**src/rtl/i2c_eeprom_slave_core_if.sv**
```systemverilog
// Signal bundle between the I2C pad buffers / EEPROM storage array and the
// slave byte engine. The engine uses the slave modport, its environment the master one.
interface i2c_eeprom_slave_core_if #(
    parameter int ADDR_W = 8
);
    logic              scl_in;
    logic              sda_in;
    logic              sda_oe;
    logic [ADDR_W-1:0] mem_addr;
    logic [7:0]        mem_wdata;
    logic              mem_we;
    logic              mem_re;
    logic [7:0]        mem_rdata;
    logic              busy;

    modport slave (
        input  scl_in, sda_in, mem_rdata,
        output sda_oe, mem_addr, mem_wdata, mem_we, mem_re, busy
    );

    modport master (
        output scl_in, sda_in, mem_rdata,
        input  sda_oe, mem_addr, mem_wdata, mem_we, mem_re, busy
    );
endinterface

```
**src/rtl/i2c_eeprom_slave_core.sv**
```systemverilog
// I2C EEPROM slave byte engine: oversampled START/STOP/bit decode, device match,
// word-pointer load, page-wrapped writes and auto-incrementing sequential reads.
module i2c_eeprom_slave_core #(
    parameter logic [6:0] DEV_ADDR = 7'h50,
    parameter int         ADDR_W   = 8,
    parameter int         PAGE_W   = 3
) (
    input logic                    clk,
    input logic                    rst_n,
    i2c_eeprom_slave_core_if.slave bus
);

    typedef enum logic [2:0] {
        IDLE, DEV, ADDR_HI, ADDR_LO, WRITE, READ, RD_ACK, WAIT
    } state_t;

    localparam logic [ADDR_W-1:0] PAGE_MASK = ADDR_W'((1 << PAGE_W) - 1);

    logic scl_s1, scl_s2, scl_h;
    logic sda_s1, sda_s2, sda_h;
    logic scl_rise, scl_fall, start_det, stop_det;

    state_t            state, state_n;
    logic [ADDR_W-1:0] ptr, ptr_n;
    logic [7:0]        shift, shift_n;
    logic [2:0]        bit_cnt, bit_cnt_n;
    logic              byte_done, byte_done_n;
    logic              in_ack, in_ack_n;
    logic              fetch, fetch_n;
    logic              load, load_n;
    logic [6:0]        tx, tx_n;
    logic              oe_q, oe_n;
    logic [ADDR_W-1:0] addr_q, addr_n;
    logic [7:0]        wdata_q, wdata_n;
    logic              we_q, we_n;
    logic              re_q, re_n;
    logic              busy_q, busy_n;
    logic [15:0]       ext;

    // Synchronizers idle high so reset release on an idle bus produces no edges
    always_ff @(posedge clk or negedge rst_n) begin
        if (!rst_n) begin
            scl_s1 <= 1'b1;
            scl_s2 <= 1'b1;
            scl_h  <= 1'b1;
            sda_s1 <= 1'b1;
            sda_s2 <= 1'b1;
            sda_h  <= 1'b1;
        end else begin
            scl_s1 <= bus.scl_in;
            scl_s2 <= scl_s1;
            scl_h  <= scl_s2;
            sda_s1 <= bus.sda_in;
            sda_s2 <= sda_s1;
            sda_h  <= sda_s2;
        end
    end

    assign scl_rise  = scl_s2 & ~scl_h;
    assign scl_fall  = ~scl_s2 & scl_h;
    assign start_det = scl_s2 & scl_h & sda_h & ~sda_s2;
    assign stop_det  = scl_s2 & scl_h & ~sda_h & sda_s2;

    always_ff @(posedge clk or negedge rst_n) begin
        if (!rst_n) begin
            state     <= IDLE;
            ptr       <= '0;
            shift     <= '0;
            bit_cnt   <= '0;
            byte_done <= 1'b0;
            in_ack    <= 1'b0;
            fetch     <= 1'b0;
            load      <= 1'b0;
            tx        <= '0;
            oe_q      <= 1'b0;
            addr_q    <= '0;
            wdata_q   <= '0;
            we_q      <= 1'b0;
            re_q      <= 1'b0;
            busy_q    <= 1'b0;
        end else begin
            state     <= state_n;
            ptr       <= ptr_n;
            shift     <= shift_n;
            bit_cnt   <= bit_cnt_n;
            byte_done <= byte_done_n;
            in_ack    <= in_ack_n;
            fetch     <= fetch_n;
            load      <= load_n;
            tx        <= tx_n;
            oe_q      <= oe_n;
            addr_q    <= addr_n;
            wdata_q   <= wdata_n;
            we_q      <= we_n;
            re_q      <= re_n;
            busy_q    <= busy_n;
        end
    end

    always_comb begin
        state_n     = state;
        ptr_n       = ptr;
        shift_n     = shift;
        bit_cnt_n   = bit_cnt;
        byte_done_n = byte_done;
        in_ack_n    = in_ack;
        fetch_n     = fetch;
        load_n      = 1'b0;
        tx_n        = tx;
        oe_n        = oe_q;
        addr_n      = addr_q;
        wdata_n     = wdata_q;
        we_n        = 1'b0;
        re_n        = 1'b0;
        busy_n      = busy_q;
        ext         = 16'(ptr);

        if (start_det) begin
            state_n     = DEV;
            bit_cnt_n   = '0;
            byte_done_n = 1'b0;
            in_ack_n    = 1'b0;
            fetch_n     = 1'b0;
            oe_n        = 1'b0;
        end else if (stop_det) begin
            state_n     = IDLE;
            bit_cnt_n   = '0;
            byte_done_n = 1'b0;
            in_ack_n    = 1'b0;
            fetch_n     = 1'b0;
            oe_n        = 1'b0;
            busy_n      = 1'b0;
        end else begin
            case (state)
                DEV, ADDR_HI, ADDR_LO, WRITE: begin
                    // The master's 9th clock of a byte belongs to our ACK and is not data
                    if (scl_rise && !in_ack) begin
                        shift_n   = {shift[6:0], sda_s2};
                        bit_cnt_n = bit_cnt + 3'd1;
                        if (bit_cnt == 3'd7) byte_done_n = 1'b1;
                    end else if (scl_fall && in_ack) begin
                        in_ack_n = 1'b0;
                        oe_n     = 1'b0;
                    end else if (scl_fall && byte_done) begin
                        byte_done_n = 1'b0;
                        in_ack_n    = 1'b1;
                        oe_n        = 1'b1;
                        case (state)
                            DEV: begin
                                if (shift[7:1] == DEV_ADDR) begin
                                    busy_n = 1'b1;
                                    if (shift[0]) begin
                                        state_n = READ;
                                        fetch_n = 1'b1;
                                    end else begin
                                        state_n = (ADDR_W > 8) ? ADDR_HI : ADDR_LO;
                                    end
                                end else begin
                                    state_n  = WAIT;
                                    in_ack_n = 1'b0;
                                    oe_n     = 1'b0;
                                end
                            end
                            ADDR_HI: begin
                                ptr_n   = ADDR_W'({shift, ext[7:0]});
                                state_n = ADDR_LO;
                            end
                            ADDR_LO: begin
                                ptr_n   = ADDR_W'({ext[15:8], shift});
                                state_n = WRITE;
                            end
                            default: begin
                                we_n    = 1'b1;
                                addr_n  = ptr;
                                wdata_n = shift;
                                ptr_n   = (ptr & ~PAGE_MASK) | ((ptr + ADDR_W'(1)) & PAGE_MASK);
                            end
                        endcase
                    end
                end
                READ: begin
                    // Fetch on the fall closing the ACK slot; data arrives two clocks later
                    if (re_q) load_n = 1'b1;
                    if (load) begin
                        tx_n      = bus.mem_rdata[6:0];
                        oe_n      = ~bus.mem_rdata[7];
                        bit_cnt_n = '0;
                    end else if (scl_fall) begin
                        if (fetch) begin
                            fetch_n  = 1'b0;
                            in_ack_n = 1'b0;
                            oe_n     = 1'b0;
                            re_n     = 1'b1;
                            addr_n   = ptr;
                        end else if (!re_q) begin
                            if (bit_cnt == 3'd7) begin
                                oe_n    = 1'b0;
                                state_n = RD_ACK;
                            end else begin
                                tx_n      = {tx[5:0], 1'b0};
                                oe_n      = ~tx[6];
                                bit_cnt_n = bit_cnt + 3'd1;
                            end
                        end
                    end
                end
                RD_ACK: begin
                    if (scl_rise) begin
                        if (!sda_s2) begin
                            ptr_n   = ptr + ADDR_W'(1);
                            state_n = READ;
                            fetch_n = 1'b1;
                        end else begin
                            state_n = WAIT;
                            oe_n    = 1'b0;
                        end
                    end
                end
                WAIT: oe_n = 1'b0;
                default: ;
            endcase
        end
    end

    assign bus.sda_oe    = oe_q;
    assign bus.mem_addr  = addr_q;
    assign bus.mem_wdata = wdata_q;
    assign bus.mem_we    = we_q;
    assign bus.mem_re    = re_q;
    assign bus.busy      = busy_q;

endmodule
```
**src/flat_wrapper.sv**
```systemverilog
// flat-port wrapper written by rule: the top's interface ports become plain ports
module i2c_eeprom_slave_core_flat 
#(
    parameter logic [6:0] DEV_ADDR = 7'h50,
    parameter int         ADDR_W   = 8,
    parameter int         PAGE_W   = 3
)
  (clk, rst_n, bus_scl_in, bus_sda_in, bus_mem_rdata, bus_sda_oe, bus_mem_addr, bus_mem_wdata, bus_mem_we, bus_mem_re, bus_busy);
  i2c_eeprom_slave_core_if #(.ADDR_W(ADDR_W)) bus_i ();
  input logic clk;
  input logic rst_n;
  input wire logic [$bits(bus_i.scl_in)-1:0] bus_scl_in;
  input wire logic [$bits(bus_i.sda_in)-1:0] bus_sda_in;
  input wire logic [$bits(bus_i.mem_rdata)-1:0] bus_mem_rdata;
  output wire logic [$bits(bus_i.sda_oe)-1:0] bus_sda_oe;
  output wire logic [$bits(bus_i.mem_addr)-1:0] bus_mem_addr;
  output wire logic [$bits(bus_i.mem_wdata)-1:0] bus_mem_wdata;
  output wire logic [$bits(bus_i.mem_we)-1:0] bus_mem_we;
  output wire logic [$bits(bus_i.mem_re)-1:0] bus_mem_re;
  output wire logic [$bits(bus_i.busy)-1:0] bus_busy;
  assign bus_i.scl_in = bus_scl_in;
  assign bus_i.sda_in = bus_sda_in;
  assign bus_i.mem_rdata = bus_mem_rdata;
  assign bus_sda_oe = bus_i.sda_oe;
  assign bus_mem_addr = bus_i.mem_addr;
  assign bus_mem_wdata = bus_i.mem_wdata;
  assign bus_mem_we = bus_i.mem_we;
  assign bus_mem_re = bus_i.mem_re;
  assign bus_busy = bus_i.busy;
  i2c_eeprom_slave_core #(.DEV_ADDR(DEV_ADDR), .ADDR_W(ADDR_W), .PAGE_W(PAGE_W)) u_core (.clk(clk), .rst_n(rst_n), .bus(bus_i));
endmodule
```
**config.mk**
```make
export PLATFORM = sky130hd
export DESIGN_NAME = i2c_eeprom_slave_core_flat
export DESIGN_NICKNAME = d
export VERILOG_FILES = /design/src/rtl/i2c_eeprom_slave_core_if.sv /design/src/rtl/i2c_eeprom_slave_core.sv /design/src/flat_wrapper.sv
export SDC_FILE = /design/constraint.sdc
export NUM_CORES = 1
export LEC_CHECK = 0
export ABC_AREA = 0
export CAP_MARGIN = 10
export CORE_UTILIZATION = 50
export DETAILED_ROUTE_END_ITERATION = 8
export PLACE_DENSITY = 0.72
export SLEW_MARGIN = 20
export SYNTH_ARGS = -nofsm -noshare
export SYNTH_HDL_FRONTEND = slang
export SYNTH_SLANG_ARGS = --single-unit
```
**constraint.sdc**
```tcl
create_clock -name clk -period 2.7 [get_ports clk]
set_input_delay 0.405 -clock clk [delete_from_list [all_inputs] [get_ports clk]]
set_output_delay 0.405 -clock clk [all_outputs]
set_load 0.02 [all_outputs]
```
==> metrics <==
status finished, final reports clean; RSZ-0062 raised after global routing no; Final WS setup 0.4247 ns; Die Footprint 6451 µm²; final WL 6438 µm; htree depth 3; antenna violations before repair 0; Pins Over Slew Limit 0; CP peak stage delay 0.69 ns; Final Core Density 0.6158; crit path time final 2.275 ns; Syn Nets 289; Fmax achieved 439.5 MHz; Final Cycle Share 0.8427; estimated wirelength of the detail-placed design 4334 µm; num rows 28; global-route wire length before repair 10940 µm; clock slew at reported path FFs 0.07 ns; Post-synth EDFFs 0; IO buf count 31; reg-to-reg slack, setup 0.42 ns; die width 80.32 µm; element type at the critical path end register; placed inst area 3422 µm²; drt drc 0; Req. time, crit path 2.92 ns; peak supply drop 0.5109 mV; Nets 322; vias in the first global route 2199; CP Cell Sequence or3_1 -> nand2_2 -> o221ai_2 -> o22ai_1 -> a221o_1; hold buffer count at CTS 0; final std cells w/o fill 387; routability congestion estimate 0.8677; post-CTS sizing 0; Critical Path Start Type register; Worst EP arrival 2.50 ns; worst-margin pin slew 0.7392 ns; power per cell area 973.4 nW/µm²; Syn Std Cell Area 3067 µm²; area leader, netlist dfrtp_1; antenna cells 0; Lkg Pwr 0.001543 µW; max-cap violation count 0; Final Hold Fails 0; drt pass-1 iters 6; post-CTS setup buffer count 0; root buf cell clkbuf_8; via count 2350; synth cell count leaders dfrtp_1 (53), nand2_1 (26), mux2_2 (25), nor2_1 (16), o21ai_0 (13); post-route setup TNS 0 ns; clock latency on the worst-skew pair 0.34 ns; Via density 6.072; Synth area leaders dfrtp_1 (43%), mux2_2 (9.2%), dfstp_2 (5.1%); Slew HR 0.5072; fill cell count 476; clk_skew 0.01382 ns; worst slack, placed 0.4748 ns; top-area cell type share of the netlist area 0.4325; Core Box Area 5921 µm²; CTS tree done; Worst path slowest cell dfrtp_1; Synth Register Bits 59; I/O pin count 32; Post-Synthesis Cells 274; fraction of registers with async set or reset after synthesis 1.000; Avg Inst Size Synth 11.19 µm²; Netlist cell types 63; placed cells 371; Routed Antenna Nets 0; CTS sink count 59; worst path bufs/invs 0; total gr overflow 0; fin area 3646 µm²; Crit Path Max Fanout 17; CTS max path bufs 2; Synth Warn # 0; TritonCTS Buffers 9; Seq/Total Area, Yosys 0.4839; Hold/Removal Path Class in2async; final setup fails 0; die height 80.32 µm; share of layout cells above drive strength 1 0.2276; Top Family by Delay on Critical Path compound AO/OA/AOI/OAI gates; Initial DRC Count 221; drt wl/cell 16.64 µm; starting density of the core 0.5180; ys flop type dfrtp_1; total track usage 0.2264; most numerous cell in the Yosys netlist dfrtp_1; area delta synth->final 18.89%; largest net degree at the start of global routing 60; crit path kind reg2reg
## state kept, by name (all words and copies together), names as in the netlist, 3 cells and up
| signal | cells |
|---|---|
| u_core.state | 3 |
| u_core.bus.mem_addr | 8 |
| u_core.ptr | 8 |
| u_core.bit_cnt | 3 |
| u_core.tx | 7 |
| u_core.shift | 8 |
| u_core.bus.mem_wdata | 8 |
## final timing paths
path                                             start                                  to  cells past startpoint
setup / recovery           u_core.state[1]$_DFFE_PN0P_           u_core.ptr[5]$_DFFE_PN0P_                      5
hold reg to reg                u_core.sda_s1$_DFF_PN1_             u_core.sda_s2$_DFF_PN1_                      0
setup reg to reg           u_core.state[1]$_DFFE_PN0P_           u_core.ptr[5]$_DFFE_PN0P_                      5
max in group asynchronous                        rst_n         u_core.shift[0]$_DFFE_PN0P_                      2
hold / removal                                   rst_n  u_core.bus.mem_addr[5]$_DFFE_PN0P_                      2
min in group clk               u_core.sda_s1$_DFF_PN1_             u_core.sda_s2$_DFF_PN1_                      0
## logic make-up after synthesis
family                     Yosys count  share of synthesized area
xor gates and xnor gates             1                   0.002856
buffers and inverters               21                    0.03386
AOI/OAI and AO/OA                   63                     0.1640
adders and majority gates            3                    0.01224
DFF                                 59                     0.4839
muxes                               35                     0.1244
and+or+nand+nor                     92                     0.1787
## report_power, final
group	total [µW]	internal [µW]	leakage, µW	switching, µW
Clock	899	525	0.000114	373
Sequential	1460	1140	0.000745	324
Combinational	1190	557	0.000684	634
Total	3550	2220	0.00154	1330
## routing by layer
layer  up-vias  track usage  part of all wire
met3        10      0.06136             0.068
met5         -            0                 0
met1      1148       0.3355              0.47
li1       1097            -                 -
met2        95       0.3179              0.45
met4         0      0.07321            0.0095
## per-stage QoR
stage | total power (µW) | hold slack (ns)
finish | 3549 | 0.2001
global placement | 2615 | 0.3453
detailed placement | 2643 | 0.3494
CTS | 3546 | 0.2278
global route | 3771 | 0.2814
floorplan | 2285 | 0.1094
## worst reg2reg max path, cell delays in order, from the launching register on
cell and delay, ns:
dfrtp_1 0.69, or3_1 0.37, nand2_2 0.15, o221ai_2 0.49, o22ai_1 0.18, a221o_1 0.28
## layout make-up
class	instances	area (µm²)	share of cell area
tap	75	93.84	0.02574
inverter	8	30.03	0.008236
timing repair buffer	35	335.3	0.09197
clock inverter	7	100.1	0.02745
multi-input combinational	194	1479	0.4056
sequential	59	1484	0.4070
clock buffer	9	123.9	0.03397
## cells in the final DEF, fill, tap and decap left out, types with 3 or more instances in the layout
cell type and instances:
nor2_1 16, clkinv_4 3, mux2i_1 10, nand3_1 9
a31oi_1 5, clkdlybuf4s50_1 30, a32oi_1 3, o21ai_0 13
nor3_1 5, o22ai_1 4, a21oi_1 8, mux2_2 25
a211oi_1 4, buf_4 4, or4_1 3, clkbuf_8 9
nand2_1 26, inv_1 6, and3_1 3, ha_1 3
dfrtp_1 53, nand2b_1 6, nand3b_1 4, dfstp_2 6
Note: power is estimated with default switching activity, not from simulation.
